### src/rtl/button_debouncer.sv
// Push-button conditioner: pin synchroniser, 4-state debounce FSM, and registered
// level / press / release / long-press outputs for downstream edge and control logic.
module button_debouncer #(
  parameter int SYNC_STAGES  = 2,
  parameter int DEBOUNCE_CNT = 1000000,
  parameter int LONG_CNT     = 100000000,
  parameter bit ACTIVE_LOW   = 1'b0
) (
  input  logic       clk,
  input  logic       rst_n,
  input  logic       btn_raw,
  output logic       btn_level,
  output logic       press_pulse,
  output logic       release_pulse,
  output logic       long_pulse,
  output logic [1:0] state
);

  localparam int CW = $clog2(DEBOUNCE_CNT + 1);
  localparam int HW = (LONG_CNT < 1) ? 1 : $clog2(LONG_CNT + 1);
  localparam logic [CW-1:0] DEB_LAST  = CW'(DEBOUNCE_CNT - 1);
  localparam logic [HW-1:0] LONG_LAST = (LONG_CNT == 0) ? '0 : HW'(LONG_CNT - 1);
  localparam bit            LONG_EN   = (LONG_CNT != 0);

  typedef enum logic [1:0] {
    S_RELEASED    = 2'd0,
    S_PRESS_CHK   = 2'd1,
    S_PRESSED     = 2'd2,
    S_RELEASE_CHK = 2'd3
  } state_t;

  logic [SYNC_STAGES-1:0] r_sync;
  logic                   w_in;
  logic                   w_s_in;

  state_t        r_state,     w_state_nxt;
  logic [CW-1:0] r_cnt,       w_cnt_nxt;
  logic [HW-1:0] r_hold,      w_hold_nxt;
  logic          r_long_done, w_long_done_nxt;
  logic          r_level,     w_level_nxt;
  logic          r_press,     w_press_nxt;
  logic          r_release,   w_release_nxt;
  logic          r_long,      w_long_nxt;

  // Polarity is folded in ahead of the synchroniser so reset clears to "released".
  assign w_in   = btn_raw ^ ACTIVE_LOW;
  assign w_s_in = r_sync[SYNC_STAGES-1];

  // NOTE: sequential state uses non-blocking assignments so every flop samples pre-edge values.
  always_ff @(posedge clk or negedge rst_n) begin
    if (!rst_n) begin
      r_sync <= '0;
    end else begin
      r_sync <= {r_sync[SYNC_STAGES-2:0], w_in};
    end
  end

  always_ff @(posedge clk or negedge rst_n) begin
    if (!rst_n) begin
      r_state     <= S_RELEASED;
      r_cnt       <= '0;
      r_hold      <= '0;
      r_long_done <= 1'b0;
      r_level     <= 1'b0;
      r_press     <= 1'b0;
      r_release   <= 1'b0;
      r_long      <= 1'b0;
    end else begin
      r_state     <= w_state_nxt;
      r_cnt       <= w_cnt_nxt;
      r_hold      <= w_hold_nxt;
      r_long_done <= w_long_done_nxt;
      r_level     <= w_level_nxt;
      r_press     <= w_press_nxt;
      r_release   <= w_release_nxt;
      r_long      <= w_long_nxt;
    end
  end

  // NOTE: every signal gets a default before the case so no path infers a latch.
  always_comb begin
    w_state_nxt     = r_state;
    w_cnt_nxt       = r_cnt;
    w_hold_nxt      = r_hold;
    w_long_done_nxt = r_long_done;
    w_level_nxt     = r_level;
    w_press_nxt     = 1'b0;
    w_release_nxt   = 1'b0;
    w_long_nxt      = 1'b0;

    unique case (r_state)
      S_RELEASED: begin
        w_level_nxt = 1'b0;
        if (w_s_in) begin
          w_state_nxt = S_PRESS_CHK;
          w_cnt_nxt   = '0;
        end
      end
      S_PRESS_CHK: begin
        if (!w_s_in) begin
          w_state_nxt = S_RELEASED;
        end else if (r_cnt == DEB_LAST) begin
          w_state_nxt     = S_PRESSED;
          w_level_nxt     = 1'b1;
          w_press_nxt     = 1'b1;
          w_hold_nxt      = '0;
          w_long_done_nxt = 1'b0;
        end else begin
          w_cnt_nxt = r_cnt + CW'(1);
        end
      end
      S_PRESSED: begin
        if (!w_s_in) begin
          w_state_nxt = S_RELEASE_CHK;
          w_cnt_nxt   = '0;
        end else if (LONG_EN && !r_long_done && (r_hold == LONG_LAST)) begin
          w_long_nxt      = 1'b1;
          w_long_done_nxt = 1'b1;
        end else if (LONG_EN && !r_long_done) begin
          w_hold_nxt = r_hold + HW'(1);
        end
      end
      S_RELEASE_CHK: begin
        // hold_cnt and long_done are left untouched so a rejected bounce resumes the hold.
        if (w_s_in) begin
          w_state_nxt = S_PRESSED;
        end else if (r_cnt == DEB_LAST) begin
          w_state_nxt   = S_RELEASED;
          w_level_nxt   = 1'b0;
          w_release_nxt = 1'b1;
        end else begin
          w_cnt_nxt = r_cnt + CW'(1);
        end
      end
      default: w_state_nxt = S_RELEASED;
    endcase
  end

  assign btn_level     = r_level;
  assign press_pulse   = r_press;
  assign release_pulse = r_release;
  assign long_pulse    = r_long;
  assign state         = r_state;

endmodule

### config.mk
export PLATFORM = sky130hd
export DESIGN_NAME = button_debouncer
export DESIGN_NICKNAME = d
export VERILOG_FILES = /design/src/rtl/button_debouncer.sv
export SDC_FILE = /design/constraint.sdc
export NUM_CORES = 1
export LEC_CHECK = 0
export CAP_MARGIN = 20
export CORE_ASPECT_RATIO = 1.5
export CORE_MARGIN = 4
export CORE_UTILIZATION = 49
export CTS_BUF_LIST = sky130_fd_sc_hd__clkbuf_2
export DETAILED_ROUTE_END_ITERATION = 7
export GPL_ROUTABILITY_DRIVEN = 0
export HOLD_SLACK_MARGIN = 0.08
export PLACE_DENSITY = 0.65
export SYNTH_ARGS = -nofsm -noshare
export SYNTH_HDL_FRONTEND = slang
export SYNTH_SLANG_ARGS = --single-unit
### constraint.sdc
create_clock -name clk -period 1.9 [get_ports clk]
set_input_delay 0.285 -clock clk [delete_from_list [all_inputs] [get_ports clk]]
set_output_delay 0.285 -clock clk [all_outputs]
set_load 0.02 [all_outputs]
* Word-level counts from Yosys, hierarchy flattened
Cells that the tools add are included.
** Cells by class
- Add/subtract/negate cells :: 2
- Eq/ne operators :: 17
- Multiplexer cells :: 36
- Reductions and logical operators :: 10
** Operators with widths (number)
- 2-to-1 mux 27 bit :: 5
- 2-to-1 mux 20 bit :: 5
- one-hot mux 20 bit (4 select lines) :: 1
- one-hot mux 27 bit (2 select lines) :: 1
- adder 27 x 1 -> 27 bit, second input constant :: 1
- equality test 27 bit, second input constant :: 1
- adder 20 x 1 -> 20 bit, second input constant :: 1
- equality test 20 bit, second input constant :: 1
- inequality test 2 bit, second input constant :: 10
- 2-to-1 mux 1 bit :: 15
- 2-to-1 mux 2 bit :: 6
- AND reduction 5 bit :: 2
- one-hot mux 2 bit (4 select lines) :: 1
- AND reduction 4 bit :: 2
- inequality test 3 bit, second input constant :: 2
- AND reduction 6 bit :: 1
- equality test 2 bit, second input constant :: 2
- one-hot mux 1 bit (3 select lines) :: 1
- nonzero test 3 bit :: 1
- equality test 2 x 1 -> 1 bit, second input constant :: 1
- logical NOT 2 bit :: 1
- one-hot mux 1 bit (2 select lines) :: 1
- nonzero test 2 bit :: 1
- logical AND 1 bit :: 1
- logical NOT 1 bit :: 1
** Storage, ports and cells
- Register bits after elaboration :: 56
- Input bits :: 3
- Output and inout bits :: 6
- Logic and storage cells :: 74

* Longest topological paths before layout
- Word-level depth :: 5
- Gate-level depth with buffers :: 8

* Worst setup path after synthesis
Ideal clock, no wire load.
- Path kind :: register -> register
- From :: register r_cnt[13]
- To :: register r_cnt[2]
- Setup time :: 0.121 ns
- Arrival time :: 1.887 ns
- Data required time :: 1.779 ns
- Path slack :: -0.108 ns
- Stages on the path, launching flop included :: 7
- Buffers on the path :: 1
- Period minus slack after synthesis :: 2.008 ns
- Cells stage by stage :: dfrtp_1 -> buf_6 -> or4b_4 -> or4_4 -> o21ai_2 -> mux2i_1 -> o21ai_1
** On the way
- Cells in the longest elaborated chain, start to end :: 4
** Ends and longest elaborated chain
- start, declared :: RTL line 37 : logic [CW-1:0] r_cnt, w_cnt_nxt;
- start signal, assigned :: RTL line 70 : r_cnt <= w_cnt_nxt;
- equality test 20 bit (*) :: RTL line 102, 127
- 2-to-1 mux 20 bit (*)
- 2-to-1 mux 20 bit, on equally long branches
- one-hot mux 20 bit (4 select lines) (*)
Every way passes the cells marked *; elsewhere a longest branch is shown, timed or not. The select of a mux whose other input is x is not followed.
A chain may end at the register's enable or synchronous reset.

* Final worst setup path
- From :: register r_hold[19]
- To :: register r_hold[7]
** On the way
- Cells in the longest elaborated chain, start to end :: 4
** Ends and longest elaborated chain
- start, declared :: RTL line 38 : logic [HW-1:0] r_hold, w_hold_nxt;
- start signal, assigned :: RTL line 71 : r_hold <= w_hold_nxt;
- equality test 27 bit :: RTL line 116 : end else if (LONG_EN && !r_long_done && (r_hold == LONG_LAST)) begin
- logical AND 1 bit :: RTL line 116
- inequality test 2 bit (no source line)
- AND reduction 6 bit (no source line)
Every way passes these cells.

==> metrics.sh <==
OUTCOME='complete, but fails checks'
FAILED_CHECKS='negative setup slack'
ROW_COUNT=36
SYNTH_AREA_UM2=3340
INITIAL_CORE_UTIL_PCT=50.7
CELLS_AFTER_DPL=502
REPORT.FINAL.HOLD_VIOL_COUNT=0
DETAIL_ROUTE.WL_PER_CELL_UM=17.9
TRACK_USAGE_PCT=24.0
SYNTH_EDF_COUNT=0
SYNTH_TOP_CELLS_BY_AREA='dfrtp_1 (42%), a31oi_1 (6.9%), nand2_1 (4.6%), nor2_1 (3.8%), nand3_1 (3.0%)'
FINAL_NET_COUNT=459
POWER_FRAC_SEQ_PCT=62.9
PERIOD_SHARE_PCT=107
VIAS_PER_CELL=6.21
WORST_SETUP_PATH_STARTPOINT='r_hold[19]'
SYNTH_XOR_XNOR_AREA_SHARE_PCT=1.31
SYNTH.TOP_CELL.AREA_SHARE_PCT=42.0
SYNTH_NETS=373
SETUP.WORST_PATH.END='r_hold[7]'
TIMING.FINAL.SETUP_VIOLATIONS=34
P_SW_uW=477
GLOBAL_ROUTE_TOTAL_OVERFLOW=0
CRITICAL_PATH.REG2REG.ENDPOINT='r_hold[7]'
DESIGN.DIE.AREA_UM2=8220
CAP_VIOLATIONS=0
IO_BUFFER_COUNT=8
POST_SYNTH_MUX_AREA_SHARE_PCT=3.38
GLOBAL_ROUTE.USAGE.MET1_PCT=27.1
GRT.MET2_USAGE_PCT=41.9
CRITPATHMAXFANOUT=10
DRT_WL_TOTAL_UM=9510
ANTENNA_VIOLATING_NETS_POST_ROUTE=0
POSTSYNTH.TOPFLOPCELL='dfrtp_1'
FMAX_MHz=490
FINAL_DESIGN_AREA_NO_FILL_UM2=4280
FINISH.CELL_COUNT_WITHOUT_FILLERS=530
CELLPOWERDENSITY_nW_PER_UM2=462
GR-USAGE-MET3_PCT=3.51
CELLLEAKAGEPOWER_uW=0.00184
CLKLATENCYLATEPIN_PS=440
WORST_R2R_STARTPOINT='r_hold[19]'
POWER.SHARE.COMBINATIONAL_PCT=7.4
FIN_WS_PS=-140
DP_HPWL_UM=6070
RELSLEWSLACK_PCT=63.1
WORST_SETUP_PATH_END_KIND='flip-flop'
REG2REG_SETUP_SLACK_PS=-140
INTERNAL_POWER_uW=1500
AREA_GROWTH_SYN_TO_LAYOUT_PCT=28.4
GRT_PASS1_WL_UM=15300
LAYOUT.AREA.SEQ_UM2=1400
SYNTH_TOP_FAMILY_BY_AREA='simple AND/OR/NAND/NOR gates'
YOSYSUNIQUECELLTYPES=60
YOSYS.AREA_SHARE.ADDER_PCT=0.750
FIRST_GLOBAL_VIAS=3284
DETAILEDROUTE.FIRSTITERATIONVIOLATIONS=153
NUMBER_OF_BUFFERS_ADDED_BY_THE_CLOCK_TREE_SYNTHESIS_STEP=5
CORE-AREA_UM2=6580
POSTPLACECELLAREA_UM2=3940
ANTENNA_CELLS_INSERTED=0
CTS.SINKS=56
CP_DATA_REQUIRED_TIME_PS=2240
MULTI_INPUT_COMB_AREA_UM2=1920
WORST_SUPPLY_VOLTAGE_DROP_ON_VDD_V=0.000325
TIMING.SETUP.CRITICAL_PATH_CLASS='reg2reg'
GRT_ANTENNA_BEFORE_REPAIR=0
POST_ROUTE_MINIMUM_PERIOD_PS=2040
CTS.REPORTEDPATHS.CLKPINSLEW_PS=260
H-TREE-DEPTH=2
MAX_SLEW.WORST_PIN.SLEW_PS=553
DRC_ERRORS=0
GRT_START_MAX_NET_PINS=35
FINAL-MAX-SLEW-VIOLATION-COUNT=0
CLK_PATH_BUF_DEPTH=2
POST-SYNTH-TOP-COUNT-CELL='dfrtp_1'
SYNTH_AREA_LEADER_CELL='dfrtp_1'
WORST_CASE_REG_TO_REG_PATH_DEPTH=5
DIE_Y_UM=109
CLOCK_TREE_FROM_TRITONCTS='built'
DIE_WIDTH_UM=75.4
NUMBER_OF_FILL_CELLS=555
WORSTSETUPSTARTPOINTTYPE='flip-flop'
SYN_AVG_CELL_AREA_UM2=9.06
TIMING.CLOCK.SKEW_PS=24.2
YOSYS.AREA_SHARE.SIMPLE_PCT=28.2
LAYOUT-DRIVE-GT1-SHARE_PCT=30.4
CLOCK_POWER_SHARE_PCT=29.7
ASYNC_FLOP_SHARE_PCT=100
CTS_ROOT_BUFFER='clkbuf_2'
WORST_EP_ARRIVAL_TIME_PS=2380
FIRST_PASS_ITERS=4
SYNTHESIZED_NETLIST_CELL_COUNT=368
NETSWITCHINGFRACTION_PCT=24.1
IO-PIN-COUNT=9
HOLD_PATH.CLASS='in2reg'
NUMBER_OF_WARNINGS_REPORTED_IN_THE_YOSYS_SYNTHESIS_LOG=0
UNREPAIRED_SETUP_ENDPOINTS_AFTER_GLOBAL_ROUTING='yes'
POST_SYNTH_MOST_FREQUENT_CELLS='dfrtp_1 (56), nand2_1 (41), a31oi_1 (37)'
FRACTION_OF_THE_MAPPED_NETLIST_AREA_IN_COMPOUND_GATES_PCT=18.0
SEQUENTIAL_SHARE_OF_THE_SYNTHESIZED_AREA_PCT=42.0
BUSIEST_METAL_LAYER_AFTER_GLOBAL_ROUTING='met2'
VIAS=3293
SYNTH.FF_LATCH_COUNT=56
sequential cells by signal (all words and copies together) (netlist names), named ones only:
signal,count
r_long_done,1
btn_level,1
r_cnt,20
press_pulse,1
state,1
r_sync,2
r_hold,27
release_pulse,1
long_pulse,1
critical path, stage by stage, from the launching register on:
cell     delay [ps]
dfrtp_1         460
nor4b_2         270
nand4_1         240
or4_4           700
a31oi_1         210
a31oi_1          60
cell type report:
class | count | share of cell area (%)
Clock buffer | 6 | 0.701
Clock inverter | 1 | 0.701
Sequential cell | 56 | 32.8
Inverter | 15 | 1.32
Tap cell | 76 | 2.22
Timing Repair Buffer | 93 | 17.5
Multi-Input combinational cell | 283 | 44.8
timing repair:
| action | in CTS | in global routing |
|---|---|---|
| pin swaps | 18 | 15 |
| hold buffers | 1 | 0 |
| buffers inserted | 7 | 8 |
| setup endpoints to repair | 38 | 44 |
| hold endpoints to repair | 22 | 0 |
| gates cloned | 5 | 0 |
| gates resized for setup | 10 | 17 |
layout by cell type (no fill, tap or decap), types with 4 or more instances in the layout:
cell type / Yosys / final
nand4_1: 13 / 13
o211ai_1: 4 / 4
buf_4: 0 / 79
inv_1: 15 / 14
clkdlybuf4s50_1: 0 / 5
o21ai_1: 5 / 5
clkbuf_2: 1 / 6
nand2b_1: 4 / 4
o21ai_0: 12 / 12
nand2_1: 41 / 39
a21oi_1: 6 / 4
a31oi_1: 37 / 34
nand3_1: 20 / 20
dfrtp_1: 56 / 55
or3_1: 4 / 4
and3_1: 11 / 10
nor4_1: 7 / 5
mux2i_1: 9 / 9
xor2_1: 4 / 4
nor2_1: 34 / 33
or4_4: 2 / 5
nor3_1: 11 / 9
cells by family after synthesis:
family | Yosys count
AND/OR/NAND/NOR | 171
AO/OA/AOI/OAI | 89
flip-flops | 56
buffers and inverters | 34
multiplexers | 11
XOR/XNOR | 5
adder cells (fa/ha/maj) | 2
routing by layer:
| layer | share of wire, % | routed length, um | vias up |
|---|---|---|---|
| li1 | - | - | 1557 |
| met1 | 37 | 3530 | 1599 |
| met2 | 54 | 5160 | 104 |
| met3 | 4.6 | 439 | 33 |
| met4 | 3.9 | 375 | 0 |
| met5 | 0 | 0 | - |
power groups by stage:
stage	Combinational [uW]	Clock (uW)	Sequential, uW
floorplan	73.4	0	1260
global placement	136	0	1260
detailed placement	140	0	1260
CTS	143	597	1240
global route	162	665	1250
finish	146	588	1250
stage by stage:
stage               power (uW)  TNS, ps  worst slack [ps]  util [%]  hold slack (ps)
floorplan                 1330     -621             -53.2         -            -10.6
global placement          1400    -4010              -182      59.8              304
detailed placement        1400    -5270              -227      59.8              305
CTS                       1980    -2280              -103      62.8              241
global route              2080    -5960              -221      65.1              162
finish                    1980    -3250              -140      65.1              251
how the worst min path moves through the flow:
stage,from,end,cells past startpoint
after floorplan,rst_n,asynchronous set/reset pin,0
after global placement,rst_n,r_cnt[3],1
after detailed placement,rst_n,r_cnt[3],1
after CTS,btn_raw,r_sync[0],1
after global routing,btn_raw,r_sync[0],1
final,btn_raw,r_sync[0],1
Note: power is estimated with default switching activity, not from simulation.
